File: config.mk
export PLATFORM = sky130hd
export DESIGN_NAME = data_mem_responder
export DESIGN_NICKNAME = d
export VERILOG_FILES = /design/src/rtl/mips_pkg.sv /design/src/rtl/data_mem_responder_sig_checker.sv /design/src/rtl/data_mem_responder.sv
export SDC_FILE = /design/constraint.sdc
export NUM_CORES = 2
export LEC_CHECK = 0
export ABC_AREA = 0
export BUFFER_PORTS_ARGS = -buffer_cell sky130_fd_sc_hd__clkbuf_2
export CORE_MARGIN = 2
export CORE_UTILIZATION = 56
export CTS_CLUSTER_SIZE = 16
export DETAILED_ROUTE_END_ITERATION = 8
export HOLD_SLACK_MARGIN = 0.12
export PLACE_DENSITY_LB_ADDON = 0.08
export SLEW_MARGIN = 20
export SYNTH_ARGS = -nofsm -noshare
export SYNTH_HDL_FRONTEND = slang
export SYNTH_HIERARCHICAL = 1
export SYNTH_SLANG_ARGS = --single-unit
File: constraint.sdc
create_clock -name clk -period 4 [get_ports clk]
set_clock_uncertainty 0.1 [all_clocks]
set_input_delay 0.2 -clock clk [delete_from_list [all_inputs] [get_ports clk]]
set_output_delay 0.2 -clock clk [all_outputs]
set_load 0.005 [all_outputs]
File: src/rtl/mips_pkg.sv
// ---------------------------------------------------------------------------
// mips_pkg
// Purpose : Shared definitions for the M-stage data-memory responder.
//           - The state encoding used by the store-signature checker.
//           - The default success-store signature, shared by the RTL and the
//             bench so they cannot drift apart.
// Ports   : none (package)
// ---------------------------------------------------------------------------
package mips_pkg;

    typedef enum logic [1:0] {
        ST_CLEAR = 2'd0,
        ST_RUN   = 2'd1,
        ST_PASS  = 2'd2,
        ST_FAIL  = 2'd3
    } respState_e;

    localparam logic [31:0] DEF_PASS_ADDR  = 32'd84;
    localparam logic [31:0] DEF_PASS_DATA  = 32'd7;
    localparam logic [31:0] DEF_ALLOW_ADDR = 32'd80;

    localparam logic [15:0] COUNT_MAX = 16'hFFFF;

endpackage

File: src/rtl/data_mem_responder_sig_checker.sv
// ---------------------------------------------------------------------------
// sig_checker
// Purpose : Owns the responder state (CLEAR/RUN/PASS/FAIL), decides the
//           pass/fail verdict from the stream of stores and counts accepted
//           stores.
// Ports   : clk          rising-edge clock
//           rst          synchronous active-low reset
//           memwrite     store strobe
//           addr         store byte address
//           writedata    store data
//           clear_done   the clear sweep writes its last word this cycle
//           state        current state
//           done         verdict reached (sticky until reset)
//           pass         verdict is success
//           store_count  accepted stores, saturating at 16'hFFFF
// ---------------------------------------------------------------------------
module sig_checker
    import mips_pkg::*;
#(
    parameter logic [31:0] PASS_ADDR  = DEF_PASS_ADDR,
    parameter logic [31:0] PASS_DATA  = DEF_PASS_DATA,
    parameter logic [31:0] ALLOW_ADDR = DEF_ALLOW_ADDR
) (
    input  logic        clk,
    input  logic        rst,
    input  logic        memwrite,
    input  logic [31:0] addr,
    input  logic [31:0] writedata,
    input  logic        clear_done,
    output respState_e  state,
    output logic        done,
    output logic        pass,
    output logic [15:0] store_count
);

    respState_e stateNext;
    logic       storeAccepted;
    logic       isPassStore;

    // Stores seen while the sweep is running are ignored entirely.
    assign storeAccepted = memwrite && (state != ST_CLEAR);
    assign isPassStore   = (addr == PASS_ADDR) && (writedata == PASS_DATA);

    always_ff @(posedge clk) begin
        if (!rst) begin
            state <= ST_CLEAR;
        end else begin
            state <= stateNext;
        end
    end

    always_comb begin
        stateNext = state;
        unique case (state)
            ST_CLEAR: begin
                if (clear_done) stateNext = ST_RUN;
            end
            ST_RUN: begin
                // Only the success signature passes; anything other than the
                // scratch address (wrong data, misaligned, out of range) fails.
                if (memwrite) begin
                    if (isPassStore) begin
                        stateNext = ST_PASS;
                    end else if (addr != ALLOW_ADDR) begin
                        stateNext = ST_FAIL;
                    end
                end
            end
            default: stateNext = state;   // PASS/FAIL are sticky
        endcase
    end

    always_ff @(posedge clk) begin
        if (!rst) begin
            store_count <= '0;
        end else if (storeAccepted && (store_count != COUNT_MAX)) begin
            store_count <= store_count + 16'd1;
        end
    end

    assign done = (state == ST_PASS) || (state == ST_FAIL);
    assign pass = (state == ST_PASS);

endmodule

File: src/rtl/data_mem_responder.sv
// ---------------------------------------------------------------------------
// data_mem_responder
// Purpose : Responder for the M-stage data-memory interface. Holds the data
//           RAM, zeroes it with a sweep after every reset, serves loads
//           combinationally and hosts the store-signature checker that
//           provides on-chip done/pass status.
// Ports   : clk          rising-edge clock
//           rst          synchronous active-low reset (0 = reset)
//           memwrite     store strobe (M stage)
//           addr         byte address (aluoutM)
//           writedata    store data (writedataM)
//           readdata     load data, combinational
//           busy         post-reset clear sweep in progress
//           done         checker verdict reached (sticky)
//           pass         verdict is success, valid when done=1
//           store_count  accepted stores, saturating
// ---------------------------------------------------------------------------
module data_mem_responder
    import mips_pkg::*;
#(
    parameter int          DEPTH      = 64,
    parameter int          AW         = 6,
    parameter logic [31:0] PASS_ADDR  = DEF_PASS_ADDR,
    parameter logic [31:0] PASS_DATA  = DEF_PASS_DATA,
    parameter logic [31:0] ALLOW_ADDR = DEF_ALLOW_ADDR
) (
    input  logic        clk,
    input  logic        rst,
    input  logic        memwrite,
    input  logic [31:0] addr,
    input  logic [31:0] writedata,
    output logic [31:0] readdata,
    output logic        busy,
    output logic        done,
    output logic        pass,
    output logic [15:0] store_count
);

    logic [31:0] mem [DEPTH];

    respState_e   state;
    logic [AW-1:0] wordIdx;
    logic [AW-1:0] clrIdx;
    logic          inRange;
    logic          aligned;
    logic          inClear;
    logic          clearDone;

    assign wordIdx   = addr[AW+1:2];
    assign inRange   = (addr[31:AW+2] == '0);
    assign aligned   = (addr[1:0] == 2'b00);
    assign inClear   = (state == ST_CLEAR);
    assign clearDone = inClear && (clrIdx == AW'(DEPTH - 1));

    sig_checker #(
        .PASS_ADDR  (PASS_ADDR),
        .PASS_DATA  (PASS_DATA),
        .ALLOW_ADDR (ALLOW_ADDR)
    ) uChecker (
        .clk         (clk),
        .rst         (rst),
        .memwrite    (memwrite),
        .addr        (addr),
        .writedata   (writedata),
        .clear_done  (clearDone),
        .state       (state),
        .done        (done),
        .pass        (pass),
        .store_count (store_count)
    );

    // Sweep index wraps back to 0 after the last word, ready for the next reset.
    always_ff @(posedge clk) begin
        if (!rst) begin
            clrIdx <= '0;
        end else if (inClear) begin
            clrIdx <= clrIdx + 1'b1;
        end
    end

    // RAM write port: the sweep owns it during CLEAR, stores own it otherwise.
    // Nothing is written on a reset edge so a store racing reset is discarded.
    always_ff @(posedge clk) begin
        if (rst) begin
            if (inClear) begin
                mem[clrIdx] <= '0;
            end else if (memwrite && inRange && aligned) begin
                mem[wordIdx] <= writedata;
            end
        end
    end

    // Reads return pre-edge contents, so a same-cycle store is not forwarded.
    assign readdata = (inRange && !inClear) ? mem[wordIdx] : '0;
    assign busy     = inClear;

endmodule
## Yosys cells after proc, flatten, opt, wreduce, memory -nomap -nowiden

Memories as Yosys holds them, arrays and structs flattened.
Cells that the tools add are included.
Widths: inputs -> output; s select.

| storage, ports and cells | value |
|---|---|
| register bits | 24 |
| memory bits (writable) | 2048 |
| input port bits | 67 |
| output and inout port bits | 51 |
| memories | 1 |

Memories:

| memory | words | width | rd ports | clocked after Yosys merged registers in | write ports | line | source |
|---|---|---|---|---|---|---|---|
| mem | 64 | 32 | 1 | 0 | 1 | data_mem_responder.sv:39 | `logic [31:0] mem [DEPTH];` |

| operators by class | value |
|---|---|
| $add $sub $neg | 2 |
| equal/unequal tests | 11 |
| mux-type cells | 16 |
| reductions and logical operators | 16 |

Operator list:

| cell | number |
|---|---|
| $mux 32 | 2 |
| $eq 32x3->1 const B | 1 |
| $eq 32x7->1 const B | 1 |
| $ne 32x7->1 const B | 1 |
| $reduce_or 32->1 | 1 |
| $logic_not 24->1 | 1 |
| $add 16x1->16 const B | 1 |
| $ne 16x16->1 const B | 1 |
| $mux 1 | 8 |
| $mux 2 | 4 |
| $logic_and 1x1->1 | 7 |
| $add 6x1->6 const B | 1 |
| $eq 6x6->1 const B | 1 |
| $mux 6 | 1 |
| $eq 2x2->1 const B | 2 |
| $logic_not 2->1 | 2 |
| $pmux 2 s2 | 1 |
| $reduce_and 4->1 | 1 |
| $reduce_bool 2->1 | 2 |
| $ne 3x1->1 const B | 1 |
| $eq 2x1->1 const B | 1 |
| $ne 2x1->1 const B | 1 |
| $ne 2x2->1 const B | 1 |
| $logic_not 1->1 | 1 |
| $logic_or 1x1->1 | 1 |

## Longest topological paths before layout

| depth | value |
|---|---|
| depth after elaboration | 9 |
| gate-level depth with buffers | 10 |

## By module

Netlist, hierarchy kept.

Modules (own cells, without submodules):

| module | times used | cells each | area each (µm²) |
|---|---|---|---|
| data_mem_responder | 1 | 3444 | 79573.8 |
| sig_checker | 1 | 130 | 1083.5 |

## Worst setup path before layout

Ideal clock, no wire load.

| timing path | value |
|---|---|
| kind | register -> register |
| start point | register uChecker.state[1] |
| end point | memory mem[40][0] (enable) |
| setup time | 0.432 ns |
| arrival time | 3.543 ns |
| slack | -0.074 ns |
| cell stages (with the launch flop) | 8 |
| clock period less this slack | 4.074 ns |
| path through | dfxtp_1 nor2_1 nand4b_1 nor3_4 buf_6 clkbuf_1 nand2_1 a21oi_1 |

| between the ends | value |
|---|---|
| cells in the longest elaborated chain, start to end | 6 |

RTL lines:

| what | line | source |
|---|---|---|
| start, declared | data_mem_responder_sig_checker.sv:30 | `output respState_e state,` |
| start signal, assigned | data_mem_responder_sig_checker.sv:48 | `state <= stateNext;` |
| $logic_not 2->1 (*) | data_mem_responder.sv:52 | `assign inClear = (state == ST_CLEAR);` |
| net busy | data_mem_responder.sv:33 | `output logic busy,` |
| $mux 1 | data_mem_responder.sv:85 | `if (inClear) begin` |
| $mux 1 | data_mem_responder.sv:84 | `if (rst) begin` |
| $mux 1 (not written as such) | data_mem_responder.sv:88 | `mem[wordIdx] <= writedata;` |
| $reduce_or 32->1 (no source line) | -- |  |
| $mux 6 (no source line) / $mux 1 (equally long branches) | -- |  |
| end, declared | data_mem_responder.sv:39 |  |

The timed path passes the listed nets; every way through them passes the cells marked *.

## Worst setup path in the final report

| timing path | value |
|---|---|
| start point | register uChecker.state[0] |
| end point | output port readdata[1] |

| between the ends | value |
|---|---|
| cells in the longest elaborated chain, start to end | 4 |

RTL lines:

| what | line | source |
|---|---|---|
| $logic_not 2->1 | data_mem_responder.sv:52 |  |
| $logic_not 1->1 | data_mem_responder.sv:94 | `assign readdata = (inRange && !inClear) ? mem[wordIdx] : '0;` |
| $logic_and 1x1->1 | data_mem_responder.sv:94 |  |
| $mux 32 | data_mem_responder.sv:94 |  |
| end, declared | data_mem_responder.sv:32 | `output logic [31:0] readdata,` |

Every way passes these cells.

==> results.cfg <==
[status]
outcome = completed

[min_path]
hp-class = primary input to flip-flop
hold_path.startpoint = writedata[25]
hold_depth = 3

[critical_path]
critPathLaunchType = flip-flop
r2r_slack_ps = 600
critPathMaxFanout = 19
rr_worst_depth = 8
cp-startpoint = uChecker/state[0]$_SDFFE_PN0P_
cp.required_ps = 3700
critPathCaptureType = output pin
reg2reg_from = uChecker/state[0]$_SDFFE_PN0P_
cp_data_arrival_time_ps = 3540
critPathKind = flip-flop to output pin

[finish]
n_antenna_cell = 0
final_cells = 6078
nets = 4081
final_layout_size_suffix_gt1_frac = 0.330
post-route-util = 0.648
design_area_mm2 = 0.0929
area_growth_pct = 15.2

[synthesis]
synth_edf_count = 2048
syn_area_per_cell_um2 = 22.6
synth-seq-area-share = 0.768
synth_seq_cells = 2072
synth_commonest_cells = 2,048 x edfxtp_1, 528 x mux4_2, 170 x mux2i_1
ys_async_sr_fraction = 0
synth_compound_area_frac = 0.0203
synth_mux_area_frac = 0.176
synth_xor_area_frac = 0.000543
yosysWarningCount = 6
synth.distinct_cells = 67
synth_nets = 3643
synth_top_area_cell = edfxtp_1
synth.area.top_cells = edfxtp_1 76%, mux4_2 15%, mux2i_1 2.1%
synth.most_common_cell = edfxtp_1
post_synth_and_or_nand_nor_area_fraction = 0.0213
synth_fa_ha_area_frac = 0.000310
synth_top_cell_area_share = 0.762
syn_inst = 3574
syn_area_mm2 = 0.0807
synth_top_family_by_area = multiplexers
ys.flop_type = edfxtp_1

[routing]
drtIter0Drc = 5235
wirelength_mm = 216
postRouteAntennaNets = 0
dr_total_vias = 40700
dr.pass1.iters = 5
routedWlPerCell_um = 35.6
drc = 0
viasPerCell = 6.70

[global_route]
grt_pass1_wl_mm = 307
grt-ovfl-total = 0
grt_antenna_before_repair = 6
grt_usage = 0.299
grt_pass1_vias = 40800
grt_max_degree = 65

[clock_tree]
cts-htree-levels = 4
cts.path.max_buffers = 3
postCtsSetupBuffers = 0
cts_sinks = 2072
worstSkewPairLatency_ps = 800
cts_buffers = 200
cts_tree = done
clk_pin_slew_worst_paths_ps = 60
cts-root-buf = clkbuf_16

[placement]
dp_cells = 5684
place_hpwl_mm = 130
gp_congestion = 0.899
portBuffers = 117
placed_area_mm2 = 0.0862

[floorplan]
io-pin-count = 118
core-area_mm2 = 0.143
die_area_mm2 = 0.147
dieHeight_um = 384
fp-row-count = 139
start_util = 0.563
die_w_um = 384

[sta]
period_minus_slack_ps = 3840
setup_viol = 0
fin_crit_sh = 0.961
setup_tns_ps = 0
timing.fmax_ghz = 0.260
rsz0062_at_grt = no
holdWs_ps = 176
worst_pin_slew_ps = 1140
hold_violations = 0
drv_slew = 0
slew_headroom = 0.228

[pwr]
leakage_nw = 32.7
power.density_mw_per_mm2 = 468
ir_worst_vdd_mv = 0.399

[job]
maxCapViolations = 0
==> registers in the layout (all words and copies together), names as in the netlist <==
| register | count |
|---|---|
| uChecker/store_count | 16 |
| uChecker/state | 2 |
| clrIdx | 6 |
| mem | 2048 |
==> final cells by class <==
type | count | area [um^2]
clock buffer | 250 | 5310
clock inverter | 115 | 1080
fill | 9383 | 50400
inverter | 4 | 15.0
multi-input combinational | 1306 | 18200
sequential | 2072 | 62000
tap | 1903 | 2380
timing repair buffer | 428 | 3970
==> report_power, final <==
part	switching [mW]	internal, mW
sequential	0.0201	23.6
clock	7.95	10.4
combinational	0.888	0.603
total	8.86	34.6
==> stage by stage <==
| stage | setup WS (ps) | power (mW) |
|---|---|---|
| CTS | 4.12 | 43.7 |
| floorplan | 120 | 24.9 |
| finish | 156 | 43.5 |
| detailed placement | 165 | 25.5 |
| global route | 45.4 | 44.6 |
| global placement | 262 | 25.5 |
==> logic make-up after synthesis <==
logic type,Yosys count
flip-flops,2072
XOR/XNOR,5
buffers and inverters,196
AND/OR/NAND/NOR,316
multiplexers,750
AO/OA/AOI/OAI,233
adder cells (fa/ha/maj),2
==> final timing paths <==
check / endpoint
max: readdata[1]
min: mem[47][25]$_DFFE_PP_
min reg2reg: uChecker/store_count[15]$_SDFFE_PN0P_
max reg2reg: mem[60][12]$_DFFE_PP_
==> critical path, stage by stage (launching register included) <==
cell      delay (ps)
dfxtp_1          480
nor2_1           100
buf_4            190
and4b_1          420
nand3_1          130
buf_4            320
a21oi_1          550
a32o_1           310
clkbuf_2         190
==> layout by cell type (no fill, tap or decap), drive strengths merged, types with 13 or more instances in the layout <==
cell         count
a211oi          22
buf            286
mux2            52
o21ai           38
nand3           17
inv             14
a221oi          29
mux4           528
bufinv          16
mux2i          170
clkbuf         363
nand2           50
edfxtp        2048
and2            41
a22oi           25
clkinv          83
nor2b           24
nand4           13
dlygate4sd3     29
nor2            81
a21oi           43
nor4            26
a21boi          13
dfxtp           24
==> repair_timing <==
item,in CTS,in global routing
hold buffers,29,0
setup endpoints to repair,0,2
hold endpoints to repair,806,0
gates resized for setup,0,2
==> per-layer routing <==
| layer | up-vias | global-route usage | routed length (um) |
|---|---|---|---|
| met5 | - | 0 | 0 |
| met4 | 0 | 0.0882 | 6350 |
| met3 | 337 | 0.0552 | 21100 |
| met2 | 2248 | 0.469 | 104000 |
| met1 | 21900 | 0.438 | 84600 |
| li1 | 16200 | - | - |
(Power assumes the default switching activity.)
